`src/rtl/alu_pkg.sv`:
```
// alu_pkg: shared types for the alu_pipe execute-stage ALU.
// Opcode encoding, flag bit positions, multiplier FSM states and the
// per-opcode flag-write mask. The multiply opcode is only executed when
// the ALU_MUL_EN macro is defined; otherwise it decodes as a NOP.
package alu_pkg;

    typedef enum logic [3:0] {
        OP_NOP  = 4'd0,
        OP_NOT  = 4'd1,
        OP_INC  = 4'd2,
        OP_DEC  = 4'd3,
        OP_MOV  = 4'd4,
        OP_ADD  = 4'd5,
        OP_SUB  = 4'd6,
        OP_AND  = 4'd7,
        OP_OR   = 4'd8,
        OP_SHL  = 4'd9,
        OP_SHR  = 4'd10,
        OP_SETC = 4'd11,
        OP_CLRC = 4'd12,
        OP_MUL  = 4'd13
    } alu_op_e;

    localparam int FLG_Z = 0;
    localparam int FLG_N = 1;
    localparam int FLG_C = 2;

    typedef enum logic {
        MS_IDLE = 1'b0,
        MS_MUL  = 1'b1
    } mul_state_e;

    // Which of Z/N/C an opcode writes. A zero-distance shift keeps C.
    function automatic logic [2:0] flag_write_mask(input alu_op_e op, input logic shamt_zero);
        logic [2:0] m;
        m = 3'b000;
        case (op)
            OP_NOT, OP_AND, OP_OR: begin
                m = 3'b011;
            end
            OP_INC, OP_DEC, OP_ADD, OP_SUB, OP_MUL: begin
                m = 3'b111;
            end
            OP_SHL, OP_SHR: begin
                m = shamt_zero ? 3'b011 : 3'b111;
            end
            OP_SETC, OP_CLRC: begin
                m = 3'b100;
            end
            default: begin
                m = 3'b000;
            end
        endcase
        return m;
    endfunction

endpackage

```
`src/rtl/alu_pipe_if.sv`:
```
// alu_pipe_if: issue/result handshake bundle between decode and the ALU.
// master = the issuing/consuming side, slave = the ALU.
interface alu_pipe_if #(
    parameter int WIDTH = 16,
    parameter int SHW   = $clog2(WIDTH)
);
    logic             in_valid;
    logic             in_ready;
    logic [3:0]       op;
    logic [WIDTH-1:0] op_a;
    logic [WIDTH-1:0] op_b;
    logic [SHW-1:0]   shamt;
    logic             flag_save;
    logic             flag_restore;
    logic             out_valid;
    logic             out_ready;
    logic [WIDTH-1:0] result;
    logic [2:0]       flags;

    modport master (
        output in_valid, op, op_a, op_b, shamt, flag_save, flag_restore, out_ready,
        input  in_ready, out_valid, result, flags
    );

    modport slave (
        input  in_valid, op, op_a, op_b, shamt, flag_save, flag_restore, out_ready,
        output in_ready, out_valid, result, flags
    );
endinterface

```
`src/rtl/alu_mul_seq.sv`:
```
// alu_mul_seq: iterative unsigned shift-add multiplier (used with ALU_MUL_EN).
// The first partial product is folded in on the start edge, the remaining
// WIDTH-1 are added one per cycle, so the full product sits in acc_r while
// done is high, WIDTH cycles after start.
module alu_mul_seq
    import alu_pkg::*;
#(
    parameter int WIDTH = 16
) (
    input  logic               clk,
    input  logic               rst,
    input  logic               start,
    input  logic [WIDTH-1:0]   a,
    input  logic [WIDTH-1:0]   b,
    output logic               busy,
    output logic               done,
    output logic [2*WIDTH-1:0] product
);
    localparam int CW = $clog2(WIDTH);
    localparam logic [CW-1:0] CNT_LAST = CW'(WIDTH - 1);
    localparam logic [CW-1:0] CNT_PEN  = CW'(WIDTH - 2);

    mul_state_e         state_r;
    logic [CW-1:0]      cnt_r;
    logic [2*WIDTH-1:0] acc_r;
    logic [2*WIDTH-1:0] mcand_r;
    logic [WIDTH-1:0]   mplier_r;
    logic               done_r;

    // Multiplier FSM: load on start, one shift-add per cycle, exit on last count
    always_ff @(posedge clk or posedge rst) begin
        if (rst) begin
            state_r  <= MS_IDLE;
            cnt_r    <= {CW{1'b0}};
            acc_r    <= {(2*WIDTH){1'b0}};
            mcand_r  <= {(2*WIDTH){1'b0}};
            mplier_r <= {WIDTH{1'b0}};
            done_r   <= 1'b0;
        end else begin
            case (state_r)
                MS_IDLE: begin
                    done_r <= 1'b0;
                    if (start) begin
                        state_r  <= MS_MUL;
                        cnt_r    <= {CW{1'b0}};
                        acc_r    <= b[0] ? {{WIDTH{1'b0}}, a} : {(2*WIDTH){1'b0}};
                        mcand_r  <= {{(WIDTH-1){1'b0}}, a, 1'b0};
                        mplier_r <= {1'b0, b[WIDTH-1:1]};
                    end else begin
                        state_r <= MS_IDLE;
                    end
                end
                MS_MUL: begin
                    if (cnt_r == CNT_LAST) begin
                        state_r <= MS_IDLE;
                        cnt_r   <= {CW{1'b0}};
                        done_r  <= 1'b0;
                    end else begin
                        acc_r    <= acc_r + (mplier_r[0] ? mcand_r : {(2*WIDTH){1'b0}});
                        mcand_r  <= {mcand_r[2*WIDTH-2:0], 1'b0};
                        mplier_r <= {1'b0, mplier_r[WIDTH-1:1]};
                        cnt_r    <= cnt_r + {{(CW-1){1'b0}}, 1'b1};
                        done_r   <= (cnt_r == CNT_PEN);
                    end
                end
                default: begin
                    state_r <= MS_IDLE;
                    done_r  <= 1'b0;
                end
            endcase
        end
    end

    assign busy    = (state_r == MS_MUL);
    assign done    = done_r;
    assign product = acc_r;

endmodule

```
`src/rtl/alu_pipe.sv`:
```
// alu_pipe: registered execute-stage ALU with valid/ready handshake,
// Z/N/C flag register and a one-deep shadow for interrupt save/restore.
// Optional feature macro: ALU_MUL_EN adds an iterative multiply on opcode 13
// (alu_mul_seq); without it opcode 13 is a NOP and the ALU is never busy.
module alu_pipe
    import alu_pkg::*;
#(
    parameter int WIDTH = 16,
    parameter int SHW   = $clog2(WIDTH)
) (
    input  logic      clk,
    input  logic      rst,
    alu_pipe_if.slave bus
);
    localparam logic [WIDTH:0] ONE_X = {{WIDTH{1'b0}}, 1'b1};

    alu_op_e          op_eff_s;
    logic [SHW-1:0]   shamt_s;
    logic [WIDTH:0]   ext_a_s;
    logic [WIDTH:0]   ext_b_s;
    logic [WIDTH:0]   wide_s;
    logic [WIDTH-1:0] res_s;
    logic             carry_s;
    logic [2:0]       mask_s;
    logic [2:0]       op_flags_s;
    logic [2:0]       flags_upd_s;
    logic             busy_s;
    logic             in_ready_s;
    logic             accept_s;
    logic             issue_s;

    logic [WIDTH-1:0] result_r;
    logic             out_valid_r;
    logic [2:0]       flags_r;
    logic [2:0]       shadow_r;

    assign shamt_s    = bus.shamt;
    assign ext_a_s    = {1'b0, bus.op_a};
    assign ext_b_s    = {1'b0, bus.op_b};
    assign in_ready_s = !busy_s && (!out_valid_r || bus.out_ready);
    assign accept_s   = bus.in_valid && in_ready_s;
    assign issue_s    = accept_s && (op_eff_s != OP_MUL);

`ifdef ALU_MUL_EN
    logic               mul_start_s;
    logic               mul_done_s;
    logic [2*WIDTH-1:0] mul_prod_s;

    assign mul_start_s = accept_s && (op_eff_s == OP_MUL);

    alu_mul_seq #(.WIDTH(WIDTH)) u_mul (
        .clk     (clk),
        .rst     (rst),
        .start   (mul_start_s),
        .a       (bus.op_a),
        .b       (bus.op_b),
        .busy    (busy_s),
        .done    (mul_done_s),
        .product (mul_prod_s)
    );
`else
    assign busy_s = 1'b0;
`endif

    // Map raw opcode to an executable op; unused encodings become NOP
    always_comb begin
        op_eff_s = OP_NOP;
        if (bus.op <= 4'd12) begin
            op_eff_s = alu_op_e'(bus.op);
        end
`ifdef ALU_MUL_EN
        else if (bus.op == 4'd13) begin
            op_eff_s = OP_MUL;
        end
`endif
        else begin
            op_eff_s = OP_NOP;
        end
    end

    // Single-cycle datapath: result and carry/borrow at WIDTH+1 bits
    always_comb begin
        wide_s  = {(WIDTH+1){1'b0}};
        res_s   = {WIDTH{1'b0}};
        carry_s = flags_r[FLG_C];
        case (op_eff_s)
            OP_NOT: begin
                res_s = ~bus.op_b;
            end
            OP_INC: begin
                wide_s  = ext_b_s + ONE_X;
                res_s   = wide_s[WIDTH-1:0];
                carry_s = wide_s[WIDTH];
            end
            OP_DEC: begin
                wide_s  = ext_b_s - ONE_X;
                res_s   = wide_s[WIDTH-1:0];
                carry_s = wide_s[WIDTH];
            end
            OP_MOV: begin
                res_s = bus.op_a;
            end
            OP_ADD: begin
                wide_s  = ext_a_s + ext_b_s;
                res_s   = wide_s[WIDTH-1:0];
                carry_s = wide_s[WIDTH];
            end
            OP_SUB: begin
                wide_s  = ext_b_s - ext_a_s;
                res_s   = wide_s[WIDTH-1:0];
                carry_s = wide_s[WIDTH];
            end
            OP_AND: begin
                res_s = bus.op_a & bus.op_b;
            end
            OP_OR: begin
                res_s = bus.op_a | bus.op_b;
            end
            OP_SHL: begin
                // bit WIDTH of the shifted value is b[WIDTH-shamt]
                wide_s  = ext_b_s << shamt_s;
                res_s   = wide_s[WIDTH-1:0];
                carry_s = wide_s[WIDTH];
            end
            OP_SHR: begin
                // bit 0 of the shifted value is b[shamt-1]
                wide_s  = {bus.op_b, 1'b0} >> shamt_s;
                res_s   = wide_s[WIDTH:1];
                carry_s = wide_s[0];
            end
            OP_SETC: begin
                carry_s = 1'b1;
            end
            OP_CLRC: begin
                carry_s = 1'b0;
            end
            default: begin
                res_s = {WIDTH{1'b0}};
            end
        endcase
    end

    // Merge the op's (or multiplier's) flag writes onto the current flags
    always_comb begin
        mask_s            = flag_write_mask(op_eff_s, shamt_s == {SHW{1'b0}});
        op_flags_s        = 3'b000;
        op_flags_s[FLG_Z] = (res_s == {WIDTH{1'b0}});
        op_flags_s[FLG_N] = res_s[WIDTH-1];
        op_flags_s[FLG_C] = carry_s;
        flags_upd_s       = flags_r;
`ifdef ALU_MUL_EN
        if (mul_done_s) begin
            flags_upd_s[FLG_Z] = (mul_prod_s[WIDTH-1:0] == {WIDTH{1'b0}});
            flags_upd_s[FLG_N] = mul_prod_s[WIDTH-1];
            flags_upd_s[FLG_C] = |mul_prod_s[2*WIDTH-1:WIDTH];
        end else if (issue_s) begin
            for (int i = 0; i < 3; i++) begin
                flags_upd_s[i] = mask_s[i] ? op_flags_s[i] : flags_r[i];
            end
        end else begin
            flags_upd_s = flags_r;
        end
`else
        if (issue_s) begin
            for (int i = 0; i < 3; i++) begin
                flags_upd_s[i] = mask_s[i] ? op_flags_s[i] : flags_r[i];
            end
        end else begin
            flags_upd_s = flags_r;
        end
`endif
    end

    // Result/valid register, flag register and shadow; restore beats save
    always_ff @(posedge clk or posedge rst) begin
        if (rst) begin
            result_r    <= {WIDTH{1'b0}};
            out_valid_r <= 1'b0;
            flags_r     <= 3'b000;
            shadow_r    <= 3'b000;
        end else begin
`ifdef ALU_MUL_EN
            if (mul_done_s) begin
                result_r    <= mul_prod_s[WIDTH-1:0];
                out_valid_r <= 1'b1;
            end else if (issue_s) begin
                result_r    <= res_s;
                out_valid_r <= 1'b1;
            end else if (bus.out_ready) begin
                out_valid_r <= 1'b0;
            end else begin
                out_valid_r <= out_valid_r;
            end
`else
            if (issue_s) begin
                result_r    <= res_s;
                out_valid_r <= 1'b1;
            end else if (bus.out_ready) begin
                out_valid_r <= 1'b0;
            end else begin
                out_valid_r <= out_valid_r;
            end
`endif
            flags_r <= bus.flag_restore ? shadow_r : flags_upd_s;
            if (bus.flag_save && !bus.flag_restore) begin
                shadow_r <= flags_upd_s;
            end else begin
                shadow_r <= shadow_r;
            end
        end
    end

    assign bus.in_ready  = in_ready_s;
    assign bus.out_valid = out_valid_r;
    assign bus.result    = result_r;
    assign bus.flags     = flags_r;

endmodule

```
`src/flat_wrapper.sv`:
```
// flat-port wrapper written by rule: the top's interface ports become plain ports
module alu_pipe_flat import alu_pkg::*;
#(
    parameter int WIDTH = 16,
    parameter int SHW   = $clog2(WIDTH)
)
  (clk, rst, bus_in_valid, bus_op, bus_op_a, bus_op_b, bus_shamt, bus_flag_save, bus_flag_restore, bus_out_ready, bus_in_ready, bus_out_valid, bus_result, bus_flags);
  alu_pipe_if #(.WIDTH(WIDTH), .SHW(SHW)) bus_i ();
  input  logic clk;
  input  logic rst;
  input wire logic [$bits(bus_i.in_valid)-1:0] bus_in_valid;
  input wire logic [$bits(bus_i.op)-1:0] bus_op;
  input wire logic [$bits(bus_i.op_a)-1:0] bus_op_a;
  input wire logic [$bits(bus_i.op_b)-1:0] bus_op_b;
  input wire logic [$bits(bus_i.shamt)-1:0] bus_shamt;
  input wire logic [$bits(bus_i.flag_save)-1:0] bus_flag_save;
  input wire logic [$bits(bus_i.flag_restore)-1:0] bus_flag_restore;
  input wire logic [$bits(bus_i.out_ready)-1:0] bus_out_ready;
  output wire logic [$bits(bus_i.in_ready)-1:0] bus_in_ready;
  output wire logic [$bits(bus_i.out_valid)-1:0] bus_out_valid;
  output wire logic [$bits(bus_i.result)-1:0] bus_result;
  output wire logic [$bits(bus_i.flags)-1:0] bus_flags;
  assign bus_i.in_valid = bus_in_valid;
  assign bus_i.op = bus_op;
  assign bus_i.op_a = bus_op_a;
  assign bus_i.op_b = bus_op_b;
  assign bus_i.shamt = bus_shamt;
  assign bus_i.flag_save = bus_flag_save;
  assign bus_i.flag_restore = bus_flag_restore;
  assign bus_i.out_ready = bus_out_ready;
  assign bus_in_ready = bus_i.in_ready;
  assign bus_out_valid = bus_i.out_valid;
  assign bus_result = bus_i.result;
  assign bus_flags = bus_i.flags;
  alu_pipe #(.WIDTH(WIDTH), .SHW(SHW)) u_core (.clk(clk), .rst(rst), .bus(bus_i));
endmodule
```
`config.mk`:
```
export PLATFORM = sky130hd
export DESIGN_NAME = alu_pipe_flat
export DESIGN_NICKNAME = d
export VERILOG_FILES = /design/src/rtl/alu_pkg.sv /design/src/rtl/alu_pipe_if.sv /design/src/rtl/alu_mul_seq.sv /design/src/rtl/alu_pipe.sv /design/src/flat_wrapper.sv
export SDC_FILE = /design/constraint.sdc
export NUM_CORES = 1
export LEC_CHECK = 0
export ABC_AREA = 1
export BUFFER_PORTS_ARGS = -buffer_cell sky130_fd_sc_hd__buf_2
export CAP_MARGIN = 20
export CORE_ASPECT_RATIO = 0.8
export CORE_MARGIN = 1
export CORE_UTILIZATION = 41
export CTS_CLUSTER_DIAMETER = 80
export CTS_CLUSTER_SIZE = 10
export DETAILED_ROUTE_END_ITERATION = 8
export SETUP_SLACK_MARGIN = 0.3
export SKIP_LAST_GASP = 1
export SLEW_MARGIN = 20
export SYNTH_ARGS = -nofsm -noshare
export SYNTH_HDL_FRONTEND = slang
export SYNTH_SLANG_ARGS = --single-unit
export TNS_END_PERCENT = 1
```
`constraint.sdc`:
```
create_clock -name clk -period 3.1 [get_ports clk]
set_input_delay 0.62 -clock clk [delete_from_list [all_inputs] [get_ports clk]]
set_output_delay 0.62 -clock clk [all_outputs]
set_load 0.005 [all_outputs]
```
==> out/metrics.yaml <==
synth_edf_count: 0
clockRootBuffer: "clkbuf_16"
period_minus_slack_ns: 2.65
top_layer: "met5"
syn_nets: 1305
avgSynthCellArea_um2: 5.17
start_kind: "input port"
gp_congestion: 0.989
crit_type: "in2reg"
yosys-top-cells-count: "nand2_1 (401), nand3_1 (205), nor2_1 (153)"
placed_cell_area_um2: 7000
r2r-start: "u_core.bus.out_valid"
routed_via_density: 5.63
rsz0062_at_grt: "false"
antenna_found_initial: 1
yosys_warnings: 0
num_io_pins: 67
hold_viol: 0
grt_max_degree: 34
fin_crit_sh_pct: 85.5
crit_top_cell: "nand2_1"
crit_path_max_fanout: 3
die-width_um: 140
skew_ns: 0.00201
drt-met1-wl_um: 12100
nets: 1388
met2_length_um: 10600
synth_top_family_by_area: "simple AND/OR/NAND/NOR gates"
route.met3.wl_um: 3140
swShare_pct: 48.6
hold_buffers: 0
hold_class: "reg2reg"
synthXorXnorAreaFrac_pct: 0.141
crit_required_ns: 3.30
synth.area.top_cells: "nand2_1 (24%), nand3_1 (16%), ha_1 (10%), dfrtp_1 (9.2%), nor2_1 (9.2%)"
fmaxAchievable_mhz: 377
coreArea_um2: 14500
num_vias: 8286
p_sw_mw: 0.842
slew_viol_final: 0
crit_path_end_kind: "flop"
worst_pin_slew_ns: 0.844
port_buffers: 66
intPower_mw: 0.889
seq_power_share_pct: 21.8
yosysTopAreaCell: "nand2_1"
final_layout_size_suffix_gt1_share_pct: 15.6
power_mw: 1.73
ys_ff_latch: 23
ys.flop_type: "dfrtp_1"
synthAdderAreaFrac_pct: 11.1
ys_types: 44
rr_endpoint: "u_core.bus.result[5]"
clk_path_buf_depth: 2
cts_num_sinks: 23
area_growth_pct: 16.4
p_comb_share_pct: 62.1
drtAntennaViolNets: 0
power_frac_clock_pct: 16.1
slowest_stage: "fa_2"
cp_top_family: "simple AND/OR/NAND/NOR gates"
drcViolationCount: 0
holdPathStages: 2
drv_cap: 0
grt_use_total_pct: 33.6
routedWlPerCell_um: 18.0
die_height_um: 112
whs_endpoint: "u_core.bus.result[15]"
synthCells: 1205
synth_seq_area_share_pct: 9.25
grt_pass1_vias: 7394
drtIter0Drc: 1102
rrSetupSlack_ns: 1.48
synthMuxAreaShare_pct: 0
outcome: "complete, no violations"
synth-compound-area-share_pct: 10.9
hold_ws_ns: 0.475
critical_path.startpoint: "bus_op_a[0]"
cts_tree: "done"
insertion_delay_ns: 0.26
htree_levels: 1
fin_area_um2: 7240
synthSimpleGateAreaFrac_pct: 56.4
path_clk_slew_ns: 0.06
post-synth-top-count-cell: "nand2_1"
antenna_cells: 0
grt-ovfl-total: 0
cp_num_buf_inv: 3
min_from: "u_core.bus.result[15]"
arrival_ns: 2.85
initial_core_util_pct: 42.8
dp_hpwl_um: 21800
async_flop_share_pct: 100
max_stage_delay_ns: 0.35
netlist_area_um2: 6220
crit_path_cell_trace: "buf_2 -> ha_2 -> inv_1 -> fa_2 -> inv_1 -> nand3_1 -> nand2_2 -> nand2_1 -> nand2_2 -> nand2_1 -> nand3_1 -> o21ai_1 -> nor2_2 -> nand2_1 -> nor2_2 -> nand2_1 -> nor2_1 -> nand2_1 -> nand2_1 -> nand2_1 -> nand2_1"
wirelength_um: 26500
dieArea_um2: 15700
leakagePower_nw: 3.96
setup_viol_count_final: 0
cts_buffers: 3
yosys.area.top_type_share_pct: 24.2
ir_drop_mv: 0.181
rr_worst_depth: 6
drt-pass1-iter-count: 6
rows: 39
power_density_nw_per_um2: 239
grt_pass1_wl_um: 41000
slew-limit-headroom_pct: 43.7
finalSetupTns_ns: 0
## flip-flops by register name, summed over array words and instances (netlist names)
signal                cells
u_core.bus.flags          3
u_core.bus.result        16
u_core.shadow_r           3
u_core.bus.out_valid      1
## stage by stage
stage,setup slack (ns),utilization [%],instances
2_1_floorplan,0.521,-,1205
3_3_place_gp,-0.00178,48.1,1465
3_5_place_dp,0.0140,48.1,1465
4_1_cts,0.345,48.7,1469
5_1_grt,0.295,49.8,1471
6_report,0.451,49.8,1471
## logic make-up after synthesis
kind of cell | Yosys count
and+or+nand+nor | 817
buffers and inverters | 187
xor gates and xnor gates | 1
AOI/OAI and AO/OA | 123
DFF | 23
adders and majority gates | 54
## routing by layer
layer	vias to the layer above	GRT usage, %
met2	489	49.3
met3	46	8.23
met5	-	0
met4	2	9.23
li1	4047	-
met1	3702	48.3
## cell usage in the layout, fill, tap and decap left out, types with 5 or more instances in the layout
master    synthesis  final
nand2_1         401    392
nand3_1         205    204
nor2_1          153    141
inv_1           128    124
buf_2            27     65
buf_4             5     60
a21oi_1          48     47
ha_1             52     42
o21ai_0          41     39
dfrtp_1          23     23
nand4_1          15     15
nor2_2            7     14
nor3_1           11     11
inv_2             9     10
nand2_2           1     10
a31oi_1          10     10
nor2_4            3      8
ha_2              0      8
o21ai_1           4      6
or2_2             5      5
nand3b_1          5      5
## power groups by stage
stage	clock network, mW	registers, mW	logic (mW)
after floorplan	0	0.385	0.626
after global placement	0	0.383	1.01
after detailed placement	0	0.384	1.00
after CTS	0.282	0.379	1.01
after global routing	0.297	0.384	1.18
final	0.279	0.378	1.07
## tightest hold or removal path: cells and delay by family, from the launching register on
| family | cells | cell delay (ns) |
|---|---|---|
| AOI/OAI and AO/OA | 1 | 0.05 |
| and+or+nand+nor | 1 | 0.05 |
| DFF | 1 | 0.34 |
## worst max-delay path by stage
stage          slack (ns)  cells after the start                   to
4_1_cts              0.34                     21   u_core.shadow_r[0]
3_5_place_dp         0.01                     20   u_core.shadow_r[0]
5_1_grt              0.30                     20  u_core.bus.flags[0]
3_3_place_gp       -0.002                     21  u_core.bus.flags[0]
2_1_floorplan        0.52                     18   u_core.shadow_r[0]
6_report             0.45                     21  u_core.bus.flags[0]
## what timing repair did
action	in CTS	in global routing
gates resized for setup	2	50
pin swaps	0	16
setup endpoints to repair	2	3
buffers inserted	0	2
## cell type report
| cell class | instances | area [µm²] |
|---|---|---|
| repair buffers | 127 | 807 |
| inverters | 138 | 527 |
| well taps | 184 | 230 |
| fillers | 1636 | 7300 |
| clock inverters | 1 | 5.00 |
| flip-flops and latches | 23 | 576 |
| clock buffers | 3 | 75.1 |
| multi-input cells | 995 | 5020 |
Power figures use the tool's default switching activity.
